$ cat config.mk
export PLATFORM = sky130hd
export DESIGN_NAME = io_input_debouncer
export DESIGN_NICKNAME = d
export VERILOG_FILES = /design/src/rtl/io_pkg.sv /design/src/rtl/io_debounce_ch.sv /design/src/rtl/io_input_debouncer.sv
export SDC_FILE = /design/constraint.sdc
export NUM_CORES = 1
export LEC_CHECK = 0
export ABC_CLOCK_PERIOD_IN_PS = 1800
export CORE_ASPECT_RATIO = 0.75
export CORE_MARGIN = 4
export CORE_UTILIZATION = 40
export DETAILED_ROUTE_END_ITERATION = 7
export PLACE_DENSITY = 0.65
export REMOVE_ABC_BUFFERS = 1
export SLEW_MARGIN = 0
export SYNTH_ARGS = -nofsm -noshare
export SYNTH_HDL_FRONTEND = slang
export SYNTH_SLANG_ARGS = --single-unit
$ cat constraint.sdc
create_clock -name clk_i -period 1.8 [get_ports clk_i]
set_clock_uncertainty 0.05 [all_clocks]
set_input_delay 0.27 -clock clk_i [delete_from_list [all_inputs] [get_ports clk_i]]
set_output_delay 0.27 -clock clk_i [all_outputs]
set_load 0.005 [all_outputs]
$ cat src/rtl/io_pkg.sv
`default_nettype none
// ============================================================================
// Module   : io_pkg
// Purpose  : Shared defaults and edge-type encoding for the input debouncer.
// Revision : 1.0 - initial release
// ============================================================================
package io_pkg;

    localparam int IO_NUM_CH_DEFAULT   = 32;
    localparam int IO_DEBOUNCE_DEFAULT = 16;
    localparam int IO_SYNC_DEFAULT     = 2;

    typedef enum logic [1:0] {
        EDGE_NONE = 2'd0,
        EDGE_RISE = 2'd1,
        EDGE_FALL = 2'd2
    } io_edge_e;

endpackage
`default_nettype wire

$ cat src/rtl/io_debounce_ch.sv
`default_nettype none
// ============================================================================
// Module   : io_debounce_ch
// Purpose  : Single-channel synchroniser, debounce counter, stable level and
//            registered rise/fall pulses.
// Revision : 1.0 - initial release
// ============================================================================
module io_debounce_ch
    import io_pkg::*;
#(
    parameter int DEBOUNCE_CYCLES = IO_DEBOUNCE_DEFAULT,
    parameter int SYNC_STAGES     = IO_SYNC_DEFAULT
) (
    input  logic     clk_i,
    input  logic     rst_ni,
    input  logic     i_raw,
    output logic     o_stable,
    output logic     o_rise,
    output logic     o_fall,
    output io_edge_e o_edge_nxt
);

    localparam int                 c_cnt_w    = $clog2(DEBOUNCE_CYCLES + 1);
    localparam logic [c_cnt_w-1:0] c_cnt_last = c_cnt_w'(DEBOUNCE_CYCLES - 1);

    logic [SYNC_STAGES-1:0] r_sync;
    logic [c_cnt_w-1:0]     r_cnt;
    logic                   r_stable;
    logic                   r_rise;
    logic                   r_fall;

    logic                   w_sync_q;
    logic [c_cnt_w-1:0]     w_cnt_nxt;
    logic                   w_stable_nxt;
    io_edge_e               w_edge_nxt;

    assign w_sync_q = r_sync[SYNC_STAGES-1];

    // Any sample matching the stable level restarts the count from zero.
    always_comb begin
        w_cnt_nxt    = '0;
        w_stable_nxt = r_stable;
        w_edge_nxt   = EDGE_NONE;
        if (w_sync_q != r_stable) begin
            if (r_cnt == c_cnt_last) begin
                w_stable_nxt = w_sync_q;
                w_edge_nxt   = w_sync_q ? EDGE_RISE : EDGE_FALL;
            end else begin
                w_cnt_nxt = r_cnt + 1'b1;
            end
        end
    end

    always_ff @(posedge clk_i or negedge rst_ni) begin
        if (!rst_ni) begin
            r_sync   <= '0;
            r_cnt    <= '0;
            r_stable <= 1'b0;
            r_rise   <= 1'b0;
            r_fall   <= 1'b0;
        end else begin
            r_sync   <= {r_sync[SYNC_STAGES-2:0], i_raw};
            r_cnt    <= w_cnt_nxt;
            r_stable <= w_stable_nxt;
            r_rise   <= (w_edge_nxt == EDGE_RISE);
            r_fall   <= (w_edge_nxt == EDGE_FALL);
        end
    end

    assign o_stable   = r_stable;
    assign o_rise     = r_rise;
    assign o_fall     = r_fall;
    assign o_edge_nxt = w_edge_nxt;

endmodule
`default_nettype wire

$ cat src/rtl/io_input_debouncer.sv
`default_nettype none
// ============================================================================
// Module   : io_input_debouncer
// Purpose  : NUM_CH debounced inputs with edge pulses and sticky event flags.
//            Define IO_DEBOUNCE_IRQ_EN to add irq_mask_i / irq_o.
// Revision : 1.0 - initial release
// ============================================================================
module io_input_debouncer
    import io_pkg::*;
#(
    parameter int NUM_CH          = IO_NUM_CH_DEFAULT,
    parameter int DEBOUNCE_CYCLES = IO_DEBOUNCE_DEFAULT,
    parameter int SYNC_STAGES     = IO_SYNC_DEFAULT
) (
    input  logic              clk_i,
    input  logic              rst_ni,
    input  logic [NUM_CH-1:0] raw_i,
    input  logic [NUM_CH-1:0] evt_clr_i,
    output logic [NUM_CH-1:0] stable_o,
    output logic [NUM_CH-1:0] rise_o,
    output logic [NUM_CH-1:0] fall_o,
    output logic [NUM_CH-1:0] evt_o
`ifdef IO_DEBOUNCE_IRQ_EN
    ,
    input  logic [NUM_CH-1:0] irq_mask_i,
    output logic              irq_o
`endif
);

    logic [NUM_CH-1:0] w_evt_set;
    logic [NUM_CH-1:0] r_evt;

    for (genvar gi = 0; gi < NUM_CH; gi++) begin : g_ch
        io_edge_e w_edge_nxt;

        io_debounce_ch #(
            .DEBOUNCE_CYCLES (DEBOUNCE_CYCLES),
            .SYNC_STAGES     (SYNC_STAGES)
        ) u_ch (
            .clk_i      (clk_i),
            .rst_ni     (rst_ni),
            .i_raw      (raw_i[gi]),
            .o_stable   (stable_o[gi]),
            .o_rise     (rise_o[gi]),
            .o_fall     (fall_o[gi]),
            .o_edge_nxt (w_edge_nxt)
        );

        assign w_evt_set[gi] = (w_edge_nxt != EDGE_NONE);
    end

    // A new edge on the same cycle as a clear keeps the flag set.
    always_ff @(posedge clk_i or negedge rst_ni) begin
        if (!rst_ni) begin
            r_evt <= '0;
        end else begin
            r_evt <= (r_evt & ~evt_clr_i) | w_evt_set;
        end
    end

    assign evt_o = r_evt;

`ifdef IO_DEBOUNCE_IRQ_EN
    logic r_irq;

    always_ff @(posedge clk_i or negedge rst_ni) begin
        if (!rst_ni) begin
            r_irq <= 1'b0;
        end else begin
            r_irq <= |(r_evt & irq_mask_i);
        end
    end

    assign irq_o = r_irq;
`endif

endmodule
`default_nettype wire
==> flow_results.org <==
** Floorplan
- Initial standard-cell utilization of the core :: 40.60%
- From left edge to right edge, the die measures 221 um.
- Pin placement for this block handled 194 I/O pins.
- Core outline area :: 33,530 sq um
- Row count :: 58
- In this run the vertical extent of the chip is 167.8 um.
- Die ar. :: 37,070 sq um

** Timing
- The worst path meets setup with 0.05029 ns of slack.
- Final hold violation count :: 0
- Setup violations remaining at the end of the flow were counted as 0.
- Final Hold Slack :: 0.1439 ns
- Final clock period utilization by the worst path :: 97.21%
- Setup TNS after final layout :: 0 ns
- Worst-margin pin slew :: 0.5424 ns
- Number of pins exceeding their max-slew limit in the final report :: 0
- Timing-limited maximum frequency :: 0.5715 GHz
- The worst path needs 1.750 ns of the cycle, external delays included.
- Rel. slew slack :: 63.84%

** GRT
- Largest net degree at the start of global routing :: 63
- The number of antenna violations at the first check in global routing is 1.
- The total overflow left after global routing is 0.
- First-pass GRT wire length :: 40,410 um
- Total Routing Usage GR :: 12.99%
- Number of global-route vias before repair :: 8,121

** Worst setup path
- STA classifies the critical path endpoint as an output pin.
- Cells traversed along the worst timing path :: clkdlybuf4s50_1
- STA classifies the critical path startpoint as a register.
- Largest fanout on the critical path :: 6
- Library cell contributing the largest single delay on the critical path :: clkdlybuf4s50_1
- Data required time at the worst endpoint :: 1.48 ns
- In this design, the stage delay of the slowest critical-path cell is 0.51 ns.
- Setup slack of the worst register-to-register path :: 0.40 ns
- R2r startpoint :: g_ch[22].u_ch.r_cnt[0]
- Depth of the worst register-to-register path :: 3
- Broken down by cell family, the worst path's largest delay share belongs to buffers and inverters.
- The endpoint identified for the worst register-to-register timing path is g_ch[22].u_ch.o_stable.
- Critical path type :: reg2out
- Worst Path Buf+Inv :: 1
- Data arrival, critical path :: 1.43 ns

** Finish
- Total inserted antenna cells :: 0
- Counting the fill cells in the layout gives 2,927.
- Final core utilization :: 50.77%
- Non-Filler Cell Area, Final :: 17,020 sq um
- The library cells used most frequently in the layout, excluding fill and tap cells, are dfrtp_1 (348), clkdlybuf4s50_1 (185), nor2_1 (176), xor2_1 (64), xnor2_1 (64).
- The library cell used most frequently in the layout, excluding fill and tap cells, is dfrtp_1.
- The final layout contains 1,382 nets.
- Relative to the synthesized area, the layout overhead comes to 25.05%.
- Cells with a size suffix above 1 make up 10.38% of the layout.

** Placement
- The placed instances occupy a cell area of 15,570 sq um.
- The wire-length estimate of the detail-placed layout is 16,550 um.
- Routability congestion estimate :: 0.7388
- During placement, the flow inserted port buffers numbering 193.
- Prior to clock tree synthesis, the placed netlist has a worst setup slack of 0.3964 ns.

** Clock tree
- Clock buffers created by TritonCTS :: 36
- TritonCTS built the clock tree.
- Clock Tree Buf Depth :: 3
- Clock insertion delay at the later pin of the skew report :: 0.51 ns
- In this run the number of H-tree levels came out at 2.
- Root Buffer Master :: clkbuf_16
- After clock tree synthesis, the clock-pin slew on the worst setup and hold paths is 0.06 ns.
- The clock drives 352 sinks.

** Route
- Post-detailed-route count of antenna-violating nets :: 0
- The first TritonRoute pass finished after 4 iterations.
- The final layout contains routed wiring with a total length of 23,470 um.
- In the routed layout, each cell is associated on average with a via count of 4.456.
- Number of design-rule violations left by the first detailed-router iteration :: 340
- Total vias in the final route :: 7,843
- After detailed routing, the average wire length per cell comes to 13.33 um.
- Remaining DRCs :: 0

** Power
- Standby leakage power :: 0.008215 uW
- Pwr/cell area :: 979.2 nW/um^2
- IR analysis of the VDD net gives a maximum drop of 0.0009557 V.

** Hold path
- WHS Path Cells :: 1
- Worst Hold End :: g_ch[15].u_ch.r_sync[0]
- The path class of the tightest hold or removal check is in2reg.
- The worst hold path begins at raw_i[15].

** Logic synthesis
- Yosys printed 0 warnings.
- Average size of a mapped cell :: 12.29 sq um
- Count of mapped cells out of synthesis :: 1,107
- The mapped netlist covers 13,610 sq um.
- Sequential element share of the synthesized area :: 64.72%
- Number of distinct library cells after synthesis :: 19
- After synthesis the netlist holds a flip-flop and latch count of 352.

** Run status
- The flow ran to the end, and the final reports show no timing, DRC or antenna violations.

** Flow run
- Max_cap viols :: 0
-- cells by family after synthesis --
| family | Yosys count | share of synthesized area, % |
|---|---|---|
| adder cells (fa/ha/maj) | 32 | 2.942 |
| AND/OR/NAND/NOR | 349 | 12.26 |
| AO/OA/AOI/OAI | 64 | 2.409 |
| multiplexers | 32 | 2.648 |
| XOR/XNOR | 128 | 8.237 |
| buffers and inverters | 150 | 6.784 |
| flip-flops | 352 | 64.72 |
-- cell type report --
type | count | area, sq um | area share [%]
sequential | 352 | 8813 | 51.78
clock inverter | 8 | 117.6 | 0.6910
multi-input combinational | 605 | 3879 | 22.79
tap | 450 | 563.0 | 3.308
timing repair buffer | 235 | 2337 | 13.73
clock buffer | 56 | 1107 | 6.506
inverter | 54 | 202.7 | 1.191
-- cell usage after synthesis --
library cell  number  area [sq um]
a31oi_1            3         18.77
or3_1             29         181.4
and2_1             7         43.79
o22ai_1            3         18.77
xnor2_1           64         560.5
o21ai_0           58         290.3
inv_1             54         202.7
nand3_1           61         305.3
xor2_1            64         560.5
and3_1            59         369.1
nand4b_1           3         26.28
buf_4             96         720.7
nor3b_1            6         45.04
mux2_2            32         360.4
ha_1              32         400.4
nor2_1           176         660.6
nand2_1            6         22.52
and3_2             2         15.01
dfrtp_1          352          8808
-- state kept, by name, summed over array words and instances (netlist names) --
register and count:
g_ch.u_ch.o_stable 32, g_ch.u_ch.r_sync 64, g_ch.u_ch.o_rise 32, g_ch.u_ch.o_fall 32, evt_o 32, g_ch.u_ch.r_cnt 160
-- metal layers --
| metal | vias to the layer above | GRT usage (%) | wire, um |
|---|---|---|---|
| met2 | 154 | 20.09 | 10300 |
| met5 | - | 0 | 13 |
| met1 | 3748 | 17.90 | 11190 |
| li1 | 3898 | - | - |
| met3 | 41 | 4.171 | 1476 |
| met4 | 2 | 3.445 | 487 |
-- stage by stage --
stage          total power, uW  instances
5_1_grt                  17490       1760
3_3_place_gp              9246       1667
3_5_place_dp              9271       1667
4_1_cts                  16980       1759
2_1_floorplan             8807       1011
6_report                 16670       1760
-- report_power, final --
group / internal (uW) / switching (uW) / total [uW]
sequential: 8160 / 194 / 8360
clock: 4650 / 2900 / 7560
combinational: 369 / 384 / 753
total: 13200 / 3480 / 16700
-- timing repair --
action / CTS / global route
hold buffers: 1 / 0
endpoints found under the hold margin: 49 / 0
gates resized for setup: 10 / 1
endpoints found under the setup margin: 33 / 2
buffers inserted: 27 / 1
-- worst max-delay path by stage --
stage / startpoint / to / slack [ns] / depth (start not counted)
floorplan: g_ch[10].u_ch.r_cnt[0] / g_ch[10].u_ch.o_stable / 0.50 / 3
global placement: g_ch[22].u_ch.r_cnt[0] / g_ch[22].u_ch.o_stable / 0.45 / 3
detailed placement: g_ch[17].u_ch.r_cnt[0] / g_ch[17].u_ch.o_stable / 0.40 / 3
CTS: g_ch[6].u_ch.o_fall / fall_o[6] / 0.003 / 1
global route: g_ch[22].u_ch.o_stable / stable_o[22] / -0.0005 / 1
finish: g_ch[22].u_ch.o_stable / stable_o[22] / 0.05 / 1
Power figures use the tool's default switching activity.
==> RTL change (config.mk and constraints unchanged) <==
Add a define of `IO_DEBOUNCE_IRQ_EN`.
--- a/src/rtl/io_input_debouncer.sv
+++ b/src/rtl/io_input_debouncer.sv
@@ -5,6 +5,8 @@
 //            Define IO_DEBOUNCE_IRQ_EN to add irq_mask_i / irq_o.
 // Revision : 1.0 - initial release
 // ============================================================================
+`define IO_DEBOUNCE_IRQ_EN
+
 module io_input_debouncer
     import io_pkg::*;
 #(
Ports: changed (added irq_mask_i and irq_o); port bits go from 194 to 227. The function was not compared with the original's and may differ.
==> RTL change against the original RTL <==
  * Worst setup slack better by 0.0064 ns
  * Highest routed layer is now met4
  * Final area rose by 2.6%
  * Maximum frequency is 0.37% higher
  * Sequential cell count rose by 1
  * Wire length is 12% higher
  * Total power shrank 3.0%
  * Synthesized area up 1.4%
  * Non-clock buffer count is 45 higher
==> RTL change: results (changes against the original RTL) <==
| Metric | Value |
|---|---|
| Global routing usage on met3 | 0.04022 (-0.001489) |
| TritonCTS buffer count | 36 (unchanged) |
| DR iter-0 viols | 434 (+28%) |
| Sequential cell area fraction in the yosys report | 0.6403 (-0.006873) |
| Leak Pwr | 8.414 nW (+2.4%) |
| Slowest cell on crit path | clkdlybuf4s50_1 |
| GRT met2 Usage | 0.2238 (+0.02289) |
| Layout cells sized above 1 | 0.1050 (+0.001216) |
| Maximum clock path buffer count | 3 (unchanged) |
| Layout Nets | 1481 (+7.2%) |
| Worst Path Arrival | 1.42 ns |
| Top post-synthesis cells by area | dfrtp_1, buf_4, nor2_1, xnor2_1, xor2_1 |
| Met1 Resource Use GR | 0.1906 (+0.01158) |
| RePlAce Congestion | 0.7737 (+4.7%) |
| Skew-Pair Late Insertion Delay | 0.51 ns (about the same) |
| Ys async rst share | 1.000 (unchanged) |
| Yosys warns | 0 (unchanged) |
| Critical path's top delay family | buffers and inverters |
| Rel. slew slack | 0.7226 (+0.08416) |
| CTS clk-pin slew, worst paths | 0.06 ns (about the same) |
| IO buf count | 226 (+17%) |
| Most frequent cells after synthesis | dfrtp_1, nor2_1, buf_4, xnor2_1, xor2_1 |
| Hpwl dp | 18660 µm (+13%) |
| Crit path max fanout | 6 (unchanged) |
| # H-tree levels | 2 (unchanged) |
| Outcome | finished clean |
| Largest net degree at the start of global routing | 55 (-13%) |
| Worst Hold Class | primary input to flop |
| Vias per cell | 4.561 (+2.4%) |
| Switching pwr | 3.511 mW (+0.86%) |
| Yosys cell types | 22 (+3) |
| DRT Pass-1 Iters | 4 (unchanged) |
| Flop2flop setup slack | 0.12 ns (-0.28 ns) |
| Post-route cell area | 17470 µm² (+2.6%) |
| Worst IR Drop VDD | 0.5928 mV (-38%) |
| Area post-placement | 16120 µm² (+3.5%) |
| Initial antenna violation count | 0 (-1) |
| Post-synth top flop | dfrtp_1 |
| DR WL/cell | 14.45 µm (+8.4%) |
| Root buffer cell | clkbuf_16 |
| Ant. Diodes | 0 (unchanged) |
| First-pass GRT wire length | 43490 µm (+7.6%) |
| Vias in the first global route | 8579 (+5.6%) |
| Regs by FF count | g_ch.u_ch.r_cnt: 160 flops, g_ch.u_ch.r_sync: 64 flops |
| CP peak stage delay | 0.52 ns |
| Total Routing Usage GR | 0.1407 (+0.01079) |
-- RTL change: changes by cell type after synthesis, sizes merged --
cell	change
a22oi	+16
nand4	+4
dfrtp	+1
or4	+1
-- RTL change: path summary, 6_finish.rpt --
kind / startpoint / endpoint / depth (start not counted)
hold reg to reg: g_ch[29].u_ch.r_sync[0] / g_ch[29].u_ch.r_sync[1] / 0
setup / recovery: g_ch[17].u_ch.o_stable / stable_o[17] / 1
max in group asynchronous: rst_ni / g_ch[2].u_ch.o_rise / 3
setup reg to reg: evt_o[14] / irq_o / 3
hold / removal: raw_i[2] / g_ch[2].u_ch.r_sync[0] / 1
min in group asynchronous: rst_ni / g_ch[25].u_ch.o_rise / 2
-- RTL change: repair_timing --
item | 4_1_cts | 5_1_grt
endpoints found under the hold margin | 275 | 0
hold buffers | 1 | 0
endpoints found under the setup margin | 37 | 6
setup buffers | 27 | 7
resized for setup | 14 | 1
-- RTL change: final cells by class --
type | count | area (µm²)
flip-flops and latches | 353 | 8838
fillers | 2905 | 16270
repair buffers | 280 | 2740
inverters | 54 | 202.7
multi-input cells | 626 | 4039
well taps | 450 | 563.0
clock buffers | 47 | 1003
clock inverters | 11 | 83.83
-- RTL change: power groups by stage --
| stage | combinational, mW | clock [mW] | sequential, mW |
|---|---|---|---|
| 2_1_floorplan | 0.350 | 0 | 8.48 |
| 3_3_place_gp | 0.820 | 0 | 8.51 |
| 3_5_place_dp | 0.839 | 0 | 8.52 |
| 4_1_cts | 0.849 | 7.23 | 8.38 |
| 5_1_grt | 0.954 | 7.57 | 8.41 |
| 6_report | 0.822 | 6.97 | 8.38 |
-- RTL change: metrics by stage --
stage,worst slack [ns],hold WS [ns],std cells
finish,0.05668,0.1410,1821
CTS,0.002119,0.1075,1814
global placement,-0.2045,0.1546,1728
global route,0.001558,0.1106,1821
floorplan,0.4763,-0.07559,1033
detailed placement,-0.2103,0.1515,1728
-- RTL change: cell families after synthesis --
| group | after synthesis | share of synthesized area |
|---|---|---|
| AOI/OAI and AO/OA | 80 | 0.03319 |
| DFF | 353 | 0.6403 |
| xor gates and xnor gates | 128 | 0.08126 |
| buffers and inverters | 150 | 0.06693 |
| adders and majority gates | 32 | 0.02902 |
| and+or+nand+nor | 354 | 0.1232 |
| muxes | 32 | 0.02612 |
-- RTL change: per-layer routing --
layer | vias to the layer above | part of all wire
li1 | 4088 | -
met1 | 4011 | 0.46
met2 | 162 | 0.45
met3 | 45 | 0.059
met4 | 0 | 0.026
met5 | - | 0
